==> src/rtl/board_mem_arbiter_pkg.sv <==
// Shared definitions for the board memory arbiter: board size defaults,
// cell encoding and the command FSM state type.
package board_mem_arbiter_pkg;

    localparam int BLOCKS_VERTICAL_DEF   = 11;
    localparam int BLOCKS_HORIZONTAL_DEF = 22;
    localparam int CELL_W                = 3;

    typedef logic [CELL_W-1:0] cell_t;

    localparam cell_t EMPTY = '0;

    typedef enum logic [1:0] {
        IDLE,
        SHIFT,
        TOPCLR,
        WIPE
    } state_t;

endpackage

==> src/rtl/board_mem_arbiter_if.sv <==
// Bus bundle between the board memory and its users (renderer, game logic).
// Names are from the memory's point of view: i_ into it, o_ out of it.
interface board_mem_arbiter_if
    import board_mem_arbiter_pkg::*;
#(
    parameter int BLOCKS_VERTICAL = BLOCKS_VERTICAL_DEF
) ();

    logic                       i_vblank;
    logic [4:0]                 i_vid_v;
    logic [4:0]                 i_vid_h;
    cell_t                      o_vid_type;

    logic                       i_wr_req;
    logic [4:0]                 i_wr_v;
    logic [4:0]                 i_wr_h;
    cell_t                      i_wr_type;
    logic                       o_wr_ack;

    logic                       i_rd_req;
    logic [4:0]                 i_rd_v;
    logic [4:0]                 i_rd_h;
    cell_t                      o_rd_type;
    logic                       o_rd_ack;

    logic                       i_clr_req;
    logic [4:0]                 i_clr_row;
    logic                       i_wipe_req;
    logic                       o_cmd_done;
    logic                       o_busy;
    logic [BLOCKS_VERTICAL-1:0] o_row_full;

    modport slave (
        input  i_vblank, i_vid_v, i_vid_h,
        input  i_wr_req, i_wr_v, i_wr_h, i_wr_type,
        input  i_rd_req, i_rd_v, i_rd_h,
        input  i_clr_req, i_clr_row, i_wipe_req,
        output o_vid_type, o_wr_ack, o_rd_type, o_rd_ack,
        output o_cmd_done, o_busy, o_row_full
    );

    modport master (
        output i_vblank, i_vid_v, i_vid_h,
        output i_wr_req, i_wr_v, i_wr_h, i_wr_type,
        output i_rd_req, i_rd_v, i_rd_h,
        output i_clr_req, i_clr_row, i_wipe_req,
        input  o_vid_type, o_wr_ack, o_rd_type, o_rd_ack,
        input  o_cmd_done, o_busy, o_row_full
    );

endinterface

==> src/rtl/board_mem_arbiter_row_full.sv <==
// Per-row "every cell occupied" detector used for line-clear decisions.
module board_row_full
    import board_mem_arbiter_pkg::*;
#(
    parameter int BLOCKS_VERTICAL   = BLOCKS_VERTICAL_DEF,
    parameter int BLOCKS_HORIZONTAL = BLOCKS_HORIZONTAL_DEF
) (
    input  logic [BLOCKS_HORIZONTAL-1:0][CELL_W-1:0] i_board [BLOCKS_VERTICAL],
    output logic [BLOCKS_VERTICAL-1:0]               o_row_full
);

    // A row is full unless any one of its cells is empty.
    always_comb begin
        o_row_full = '0;
        for (int v = 0; v < BLOCKS_VERTICAL; v++) begin
            o_row_full[v] = 1'b1;
            for (int h = 0; h < BLOCKS_HORIZONTAL; h++) begin
                if (i_board[v][h] == EMPTY) begin
                    o_row_full[v] = 1'b0;
                end
            end
        end
    end

endmodule

==> src/rtl/board_mem_arbiter.sv <==
// Board memory with a free-running renderer port, a single-cell write port,
// a read port, and multi-cycle row-clear / whole-board wipe commands.
// A request whose ack (or cmd_done) is showing in the current cycle is not
// re-accepted, because the requester is still holding it during that cycle.
module board_mem_arbiter
    import board_mem_arbiter_pkg::*;
#(
    parameter int BLOCKS_VERTICAL   = BLOCKS_VERTICAL_DEF,
    parameter int BLOCKS_HORIZONTAL = BLOCKS_HORIZONTAL_DEF
) (
    input  logic                clk_25_175,
    input  logic                reset,
    board_mem_arbiter_if.slave  bus
);

    localparam int VW = (BLOCKS_VERTICAL > 1)   ? $clog2(BLOCKS_VERTICAL)   : 1;
    localparam int HW = (BLOCKS_HORIZONTAL > 1) ? $clog2(BLOCKS_HORIZONTAL) : 1;
    localparam logic [4:0]    V_LIM    = 5'(BLOCKS_VERTICAL);
    localparam logic [4:0]    H_LIM    = 5'(BLOCKS_HORIZONTAL);
    localparam logic [VW-1:0] LAST_ROW = VW'(BLOCKS_VERTICAL - 1);

    typedef logic [BLOCKS_HORIZONTAL-1:0][CELL_W-1:0] row_t;

    row_t                       r_board [BLOCKS_VERTICAL];
    state_t                     r_state;
    state_t                     w_state_next;
    logic [VW-1:0]              r_ptr;
    logic [VW-1:0]              w_ptr_next;
    logic [VW-1:0]              w_ptr_m1;
    logic                       w_done_next;
    logic                       r_wr_ack;
    logic                       r_rd_ack;
    logic                       r_cmd_done;
    cell_t                      r_rd_type;
    logic [BLOCKS_VERTICAL-1:0] r_row_full;
    logic [BLOCKS_VERTICAL-1:0] w_row_full;
    logic                       w_idle;
    logic                       w_wipe_go;
    logic                       w_clr_go;
    logic                       w_wr_go;
    logic                       w_rd_go;
    logic                       w_wr_ok;
    logic                       w_rd_ok;
    logic                       w_vid_ok;
    logic                       w_clr_ok;
    cell_t                      w_rd_cell;

    assign w_idle    = (r_state == IDLE);
    assign w_wipe_go = bus.i_wipe_req && bus.i_vblank && w_idle && !r_cmd_done;
    assign w_clr_go  = bus.i_clr_req && !bus.i_wipe_req && bus.i_vblank && w_idle && !r_cmd_done;
    assign w_wr_go   = bus.i_wr_req && !bus.i_wipe_req && !bus.i_clr_req && bus.i_vblank
                       && w_idle && !r_wr_ack;
    assign w_rd_go   = bus.i_rd_req && w_idle && !r_rd_ack && !w_wipe_go && !w_clr_go && !w_wr_go;

    assign w_wr_ok   = (bus.i_wr_v < V_LIM) && (bus.i_wr_h < H_LIM);
    assign w_rd_ok   = (bus.i_rd_v < V_LIM) && (bus.i_rd_h < H_LIM);
    assign w_vid_ok  = (bus.i_vid_v < V_LIM) && (bus.i_vid_h < H_LIM);
    assign w_clr_ok  = (bus.i_clr_row < V_LIM);
    assign w_ptr_m1  = r_ptr - 1'b1;

    assign w_rd_cell = w_rd_ok ? r_board[bus.i_rd_v[VW-1:0]][bus.i_rd_h[HW-1:0]] : EMPTY;

    assign bus.o_vid_type = w_vid_ok ? r_board[bus.i_vid_v[VW-1:0]][bus.i_vid_h[HW-1:0]] : EMPTY;
    assign bus.o_wr_ack   = r_wr_ack;
    assign bus.o_rd_ack   = r_rd_ack;
    assign bus.o_rd_type  = r_rd_type;
    assign bus.o_cmd_done = r_cmd_done;
    assign bus.o_row_full = r_row_full;

    board_row_full #(
        .BLOCKS_VERTICAL   (BLOCKS_VERTICAL),
        .BLOCKS_HORIZONTAL (BLOCKS_HORIZONTAL)
    ) u_row_full (
        .i_board    (r_board),
        .o_row_full (w_row_full)
    );

    // FSM state and row pointer register.
    always_ff @(posedge clk_25_175) begin
        if (!reset) begin
            r_state <= IDLE;
            r_ptr   <= '0;
        end else begin
            r_state <= w_state_next;
            r_ptr   <= w_ptr_next;
        end
    end

    // Command sequencing: shift rows down toward the cleared row, then blank row 0.
    always_comb begin
        w_state_next = r_state;
        w_ptr_next   = r_ptr;
        w_done_next  = 1'b0;
        case (r_state)
            IDLE: begin
                if (w_wipe_go) begin
                    w_state_next = WIPE;
                    w_ptr_next   = '0;
                end else if (w_clr_go) begin
                    if (!w_clr_ok) begin
                        w_done_next = 1'b1;
                    end else if (bus.i_clr_row == 5'd0) begin
                        w_state_next = TOPCLR;
                        w_ptr_next   = '0;
                    end else begin
                        w_state_next = SHIFT;
                        w_ptr_next   = bus.i_clr_row[VW-1:0];
                    end
                end
            end
            SHIFT: begin
                w_ptr_next = w_ptr_m1;
                if (r_ptr == VW'(1)) begin
                    w_state_next = TOPCLR;
                end
            end
            TOPCLR: begin
                w_state_next = IDLE;
                w_ptr_next   = '0;
                w_done_next  = 1'b1;
            end
            WIPE: begin
                if (r_ptr == LAST_ROW) begin
                    w_state_next = IDLE;
                    w_ptr_next   = '0;
                    w_done_next  = 1'b1;
                end else begin
                    w_ptr_next = r_ptr + 1'b1;
                end
            end
            default: begin
                w_state_next = IDLE;
                w_ptr_next   = '0;
            end
        endcase
    end

    // Busy reflects any non-idle FSM state.
    always_comb begin
        bus.o_busy = !w_idle;
    end

    // Board storage: command row moves take the port; writes land at acceptance.
    always_ff @(posedge clk_25_175) begin
        if (!reset) begin
            for (int v = 0; v < BLOCKS_VERTICAL; v++) begin
                r_board[v] <= '0;
            end
        end else begin
            case (r_state)
                SHIFT:   r_board[r_ptr] <= r_board[w_ptr_m1];
                TOPCLR:  r_board[0] <= '0;
                WIPE:    r_board[r_ptr] <= '0;
                default: begin
                    if (w_wr_go && w_wr_ok) begin
                        r_board[bus.i_wr_v[VW-1:0]][bus.i_wr_h[HW-1:0]] <= bus.i_wr_type;
                    end
                end
            endcase
        end
    end

    // Handshake pulses, read data and the lagging row-full mask.
    always_ff @(posedge clk_25_175) begin
        if (!reset) begin
            r_wr_ack   <= 1'b0;
            r_rd_ack   <= 1'b0;
            r_cmd_done <= 1'b0;
            r_rd_type  <= EMPTY;
            r_row_full <= '0;
        end else begin
            r_wr_ack   <= w_wr_go;
            r_rd_ack   <= w_rd_go;
            r_cmd_done <= w_done_next;
            r_row_full <= w_row_full;
            if (w_rd_go) begin
                r_rd_type <= w_rd_cell;
            end
        end
    end

endmodule

==> src/flat_wrapper.sv <==
// flat-port wrapper written by rule: the top's interface ports become plain ports
module board_mem_arbiter_flat import board_mem_arbiter_pkg::*;
#(
    parameter int BLOCKS_VERTICAL   = BLOCKS_VERTICAL_DEF,
    parameter int BLOCKS_HORIZONTAL = BLOCKS_HORIZONTAL_DEF
)
  (clk_25_175, reset, bus_i_vblank, bus_i_vid_v, bus_i_vid_h, bus_i_wr_req, bus_i_wr_v, bus_i_wr_h, bus_i_wr_type, bus_i_rd_req, bus_i_rd_v, bus_i_rd_h, bus_i_clr_req, bus_i_clr_row, bus_i_wipe_req, bus_o_vid_type, bus_o_wr_ack, bus_o_rd_type, bus_o_rd_ack, bus_o_cmd_done, bus_o_busy, bus_o_row_full);
  board_mem_arbiter_if #(.BLOCKS_VERTICAL(BLOCKS_VERTICAL)) bus_i ();
  input  logic clk_25_175;
  input  logic reset;
  input wire logic [$bits(bus_i.i_vblank)-1:0] bus_i_vblank;
  input wire logic [$bits(bus_i.i_vid_v)-1:0] bus_i_vid_v;
  input wire logic [$bits(bus_i.i_vid_h)-1:0] bus_i_vid_h;
  input wire logic [$bits(bus_i.i_wr_req)-1:0] bus_i_wr_req;
  input wire logic [$bits(bus_i.i_wr_v)-1:0] bus_i_wr_v;
  input wire logic [$bits(bus_i.i_wr_h)-1:0] bus_i_wr_h;
  input wire logic [$bits(bus_i.i_wr_type)-1:0] bus_i_wr_type;
  input wire logic [$bits(bus_i.i_rd_req)-1:0] bus_i_rd_req;
  input wire logic [$bits(bus_i.i_rd_v)-1:0] bus_i_rd_v;
  input wire logic [$bits(bus_i.i_rd_h)-1:0] bus_i_rd_h;
  input wire logic [$bits(bus_i.i_clr_req)-1:0] bus_i_clr_req;
  input wire logic [$bits(bus_i.i_clr_row)-1:0] bus_i_clr_row;
  input wire logic [$bits(bus_i.i_wipe_req)-1:0] bus_i_wipe_req;
  output wire logic [$bits(bus_i.o_vid_type)-1:0] bus_o_vid_type;
  output wire logic [$bits(bus_i.o_wr_ack)-1:0] bus_o_wr_ack;
  output wire logic [$bits(bus_i.o_rd_type)-1:0] bus_o_rd_type;
  output wire logic [$bits(bus_i.o_rd_ack)-1:0] bus_o_rd_ack;
  output wire logic [$bits(bus_i.o_cmd_done)-1:0] bus_o_cmd_done;
  output wire logic [$bits(bus_i.o_busy)-1:0] bus_o_busy;
  output wire logic [$bits(bus_i.o_row_full)-1:0] bus_o_row_full;
  assign bus_i.i_vblank = bus_i_vblank;
  assign bus_i.i_vid_v = bus_i_vid_v;
  assign bus_i.i_vid_h = bus_i_vid_h;
  assign bus_i.i_wr_req = bus_i_wr_req;
  assign bus_i.i_wr_v = bus_i_wr_v;
  assign bus_i.i_wr_h = bus_i_wr_h;
  assign bus_i.i_wr_type = bus_i_wr_type;
  assign bus_i.i_rd_req = bus_i_rd_req;
  assign bus_i.i_rd_v = bus_i_rd_v;
  assign bus_i.i_rd_h = bus_i_rd_h;
  assign bus_i.i_clr_req = bus_i_clr_req;
  assign bus_i.i_clr_row = bus_i_clr_row;
  assign bus_i.i_wipe_req = bus_i_wipe_req;
  assign bus_o_vid_type = bus_i.o_vid_type;
  assign bus_o_wr_ack = bus_i.o_wr_ack;
  assign bus_o_rd_type = bus_i.o_rd_type;
  assign bus_o_rd_ack = bus_i.o_rd_ack;
  assign bus_o_cmd_done = bus_i.o_cmd_done;
  assign bus_o_busy = bus_i.o_busy;
  assign bus_o_row_full = bus_i.o_row_full;
  board_mem_arbiter #(.BLOCKS_VERTICAL(BLOCKS_VERTICAL), .BLOCKS_HORIZONTAL(BLOCKS_HORIZONTAL)) u_core (.clk_25_175(clk_25_175), .reset(reset), .bus(bus_i));
endmodule
==> config.mk <==
export PLATFORM = sky130hd
export DESIGN_NAME = board_mem_arbiter_flat
export DESIGN_NICKNAME = d
export VERILOG_FILES = /design/src/rtl/board_mem_arbiter_pkg.sv /design/src/rtl/board_mem_arbiter_if.sv /design/src/rtl/board_mem_arbiter_row_full.sv /design/src/rtl/board_mem_arbiter.sv /design/src/flat_wrapper.sv
export SDC_FILE = /design/constraint.sdc
export NUM_CORES = 2
export LEC_CHECK = 0
export CAP_MARGIN = 5
export CELL_PAD_IN_SITES_DETAIL_PLACEMENT = 1
export CELL_PAD_IN_SITES_GLOBAL_PLACEMENT = 1
export CORE_MARGIN = 3
export CORE_UTILIZATION = 46
export DETAILED_ROUTE_END_ITERATION = 10
export DONT_BUFFER_PORTS = 1
export PLACE_DENSITY_LB_ADDON = 0.3
export SYNTH_ARGS = -nofsm -noshare
export SYNTH_HDL_FRONTEND = slang
export SYNTH_SLANG_ARGS = --single-unit
==> constraint.sdc <==
create_clock -name clk_25_175 -period 3.6 [get_ports clk_25_175]
set_input_delay 0.72 -clock clk_25_175 [delete_from_list [all_inputs] [get_ports clk_25_175]]
set_output_delay 0.72 -clock clk_25_175 [all_outputs]
set_load 0.005 [all_outputs]
==> out/qor.yml <==
status: "finished with violations"
violations: "max-capacitance violations, max-slew violations, negative setup slack"
crit_buf_inv: 0
io_pins: 66
crit_type: "in -> reg"
cts-root-buf: "clkbuf_16"
period_share_pct: 129.7
setup_slack_ps: -1071
crit_slowest_cell: "o311ai_0"
synth_edf_count: 0
place_hpwl_microns: 234800
r2r_end: "u_core.bus.o_row_full[1]"
path_depth: 2
placed_area_sq_um: 60480
cts_sinks: 749
synth-seq-cells: 749
slowest_delay_ps: 2060
drtPass1Iterations: 8
finalPower_mw: 50.13
syn_inst: 6537
drt-total-wl_microns: 345500
coreArea_sq_um: 120800
grt_usage_pct: 52.86
synth_warnings: 0
power_frac_clock_pct: 19.3
gp_congestion: 1.085
sw_frac_of_total_pct: 51.32
grt_max_degree: 749
die_h_microns: 356.1
p_sw_mw: 25.73
numCtsBuffers: 92
tightestPinTransition_ps: 4477
slew_violations: 497
vias: 65700
skew_ps: 52.16
hold_class: "in -> reg"
worstPathRequired_ps: 4130
pwr-share-comb_pct: 57.9
path_clk_slew_ps: 60
grt_pass1_wl_microns: 482800
timing.fmax_mhz: 214.1
post-route-drc-count: 0
drt_iter0_markers: 11730
wl_per_cell_microns: 42.06
syn-num-nets: 6592
drive_gt1_share_pct: 28.97
via_per_inst: 7.998
dp.cells: 7976
initial_utilization_pct: 46.68
power_frac_seq_pct: 22.8
cts_buffer_depth: 3
reg2regPathDepth: 5
async_flop_share_pct: 0
antenna_found_initial: 52
cts_tree: "done"
worstPathMaxFanout: 748
period_needed_ps: 4671
die_area_sq_um: 126800
holdCritStartpoint: "reset"
grt_pass1_vias: 61650
crit_path_end_kind: "register"
ctsHoldBuffers: 0
hold_viol_final: 0
irDropWorstVdd_mv: 1.215
seq_area_frac_synth_pct: 26.60
min_path_cells: 1
final_cells: 8215
synth-main-ff-cell: "dfxtp_1"
reg2reg_slack_ps: -60
start_kind: "input pin"
final_util_pct: 53.11
p_leak_nw: 24.65
cp_top_family: "compound AO/OA/AOI/OAI gates"
final_cell_mix: "1435 x nor2_1, 710 x dfxtp_1, 524 x o221a_2"
ys_types: 74
port-buffer-count: 0
drtAntennaViolNets: 0
nNetsFinal: 6525
critical_path_arrival_ps: 5200
synth.avg_cell_area_sq_um: 8.623
syn_area_sq_um: 56370
rsz0062_at_grt: "true"
max_slew_margin_pct: -198.5
cts_max_level: 3
setup_viol: 12
clk_latency_ps: 780
syn2layout_area_growth_pct: 13.79
final_common_cell: "nor2_1"
internal_power_mw: 24.41
design_area_sq_um: 64140
crit_chain: "o311ai_0 > nor3_1"
grt_overflow: 0
holdWs_ps: 152.7
power.density_nw_per_um2: 781.6
die_x_microns: 356.1
drv_cap: 2
num_rows: 127
[stage by stage]
step | worst slack [ps] | setup TNS [ps]
2_1_floorplan | 6.154 | 0
3_3_place_gp | -344.1 | -750.5
3_5_place_dp | -363.0 | -723.4
4_1_cts | -350.2 | -469.0
5_1_grt | -453.1 | -750.6
6_report | -1071 | -4067
[cell usage after synthesis, drive strengths merged (6+ instances only)]
master	count	area, sq um
or3	97	606.8
mux2i	137	1371
o211ai	7	52.55
a221o	18	180.2
nand2b	23	143.9
o31ai	94	710.7
mux4	436	9819
o21bai	6	45.04
clkbuf	412	1546
a211oi	15	112.6
o211a	10	100.1
and3	11	68.82
nor2b	108	675.7
a21o	9	67.56
ha	10	125.1
a41oi	7	61.31
a21oi	182	910.9
a2111oi	9	78.83
o22ai	99	619.3
nor3	327	1637
nor2	1442	5413
or2	7	43.79
o311ai	28	245.2
o221a	564	6351
nand3	38	190.2
dfxtp	749	14990
nand2	364	1366
a222oi	66	660.6
a22oi	47	352.8
buf	303	1650
mux2	104	1171
o21ai	370	1852
a21boi	74	555.5
and2	86	538.0
a221oi	92	805.8
inv	19	71.31
nor4	19	118.9
nand4	81	506.7
o21a	6	45.04
[power groups by stage]
stage	Clock (mW)	Sequential, mW	Combinational (mW)
CTS	9.62	11.2	27.0
finish	9.69	11.4	29.0
global placement	0	11.3	26.2
detailed placement	0	11.4	26.8
global route	10.0	11.4	29.3
floorplan	0	10.6	15.2
[how the worst max path moves through the flow]
stage                                from                        to  slack [ps]
after floorplan           u_core.r_ptr[0]                  register           6
after global placement     bus_i_vid_v[0]         bus_o_vid_type[1]        -340
after detailed placement   bus_i_vid_v[0]         bus_o_vid_type[1]        -360
after CTS                        register         bus_o_vid_type[1]        -350
after global routing             register         bus_o_vid_type[1]        -450
final                               reset  u_core.bus.o_row_full[6]       -1070
[kinds of logic (layout without fill, tap and decap cells)]
logic type	Yosys count	count (layout)	share of synthesized area [%]
AO/OA/AOI/OAI	1740	1740	25.06
other	0	59	0
adder cells (fa/ha/maj)	10	10	0.2220
buffers and inverters	736	743	5.811
flip-flops	749	749	26.60
AND/OR/NAND/NOR	2624	2624	20.36
multiplexers	677	677	21.93
XOR/XNOR	1	1	0.01554
[area by class of cell]
cell class,instances,area (sq um)
fill,13910,56620
inverter,21,78.83
antenna,59,147.6
clock buffer,124,2542
sequential,749,15070
tap,1612,2017
clock inverter,44,457.9
multi-input combinational,5052,38750
timing repair buffer,554,5080
[metal layers]
metal	vias up	routed length (microns)	GRT usage [%]
li1	25100	-	-
met1	32430	118800	62.49
met2	6237	136700	72.53
met3	1907	55950	26.30
met4	34	33480	40.22
met5	-	536	2.038
[worst register-to-register path: stages (launching register included)]
cell	delay, ps
dfxtp_1	440
or3_1	520
o31ai_1	400
nor3_1	710
nand4_1	600
nor3_1	800
[what timing repair did]
action	in CTS	in global routing
setup endpoints to repair	3	12
endpoints found under the hold margin	0	0
setup buffers	7	4
gates resized for setup	89	29
pin swaps	11	9
Note: power is estimated with default switching activity, not from simulation.
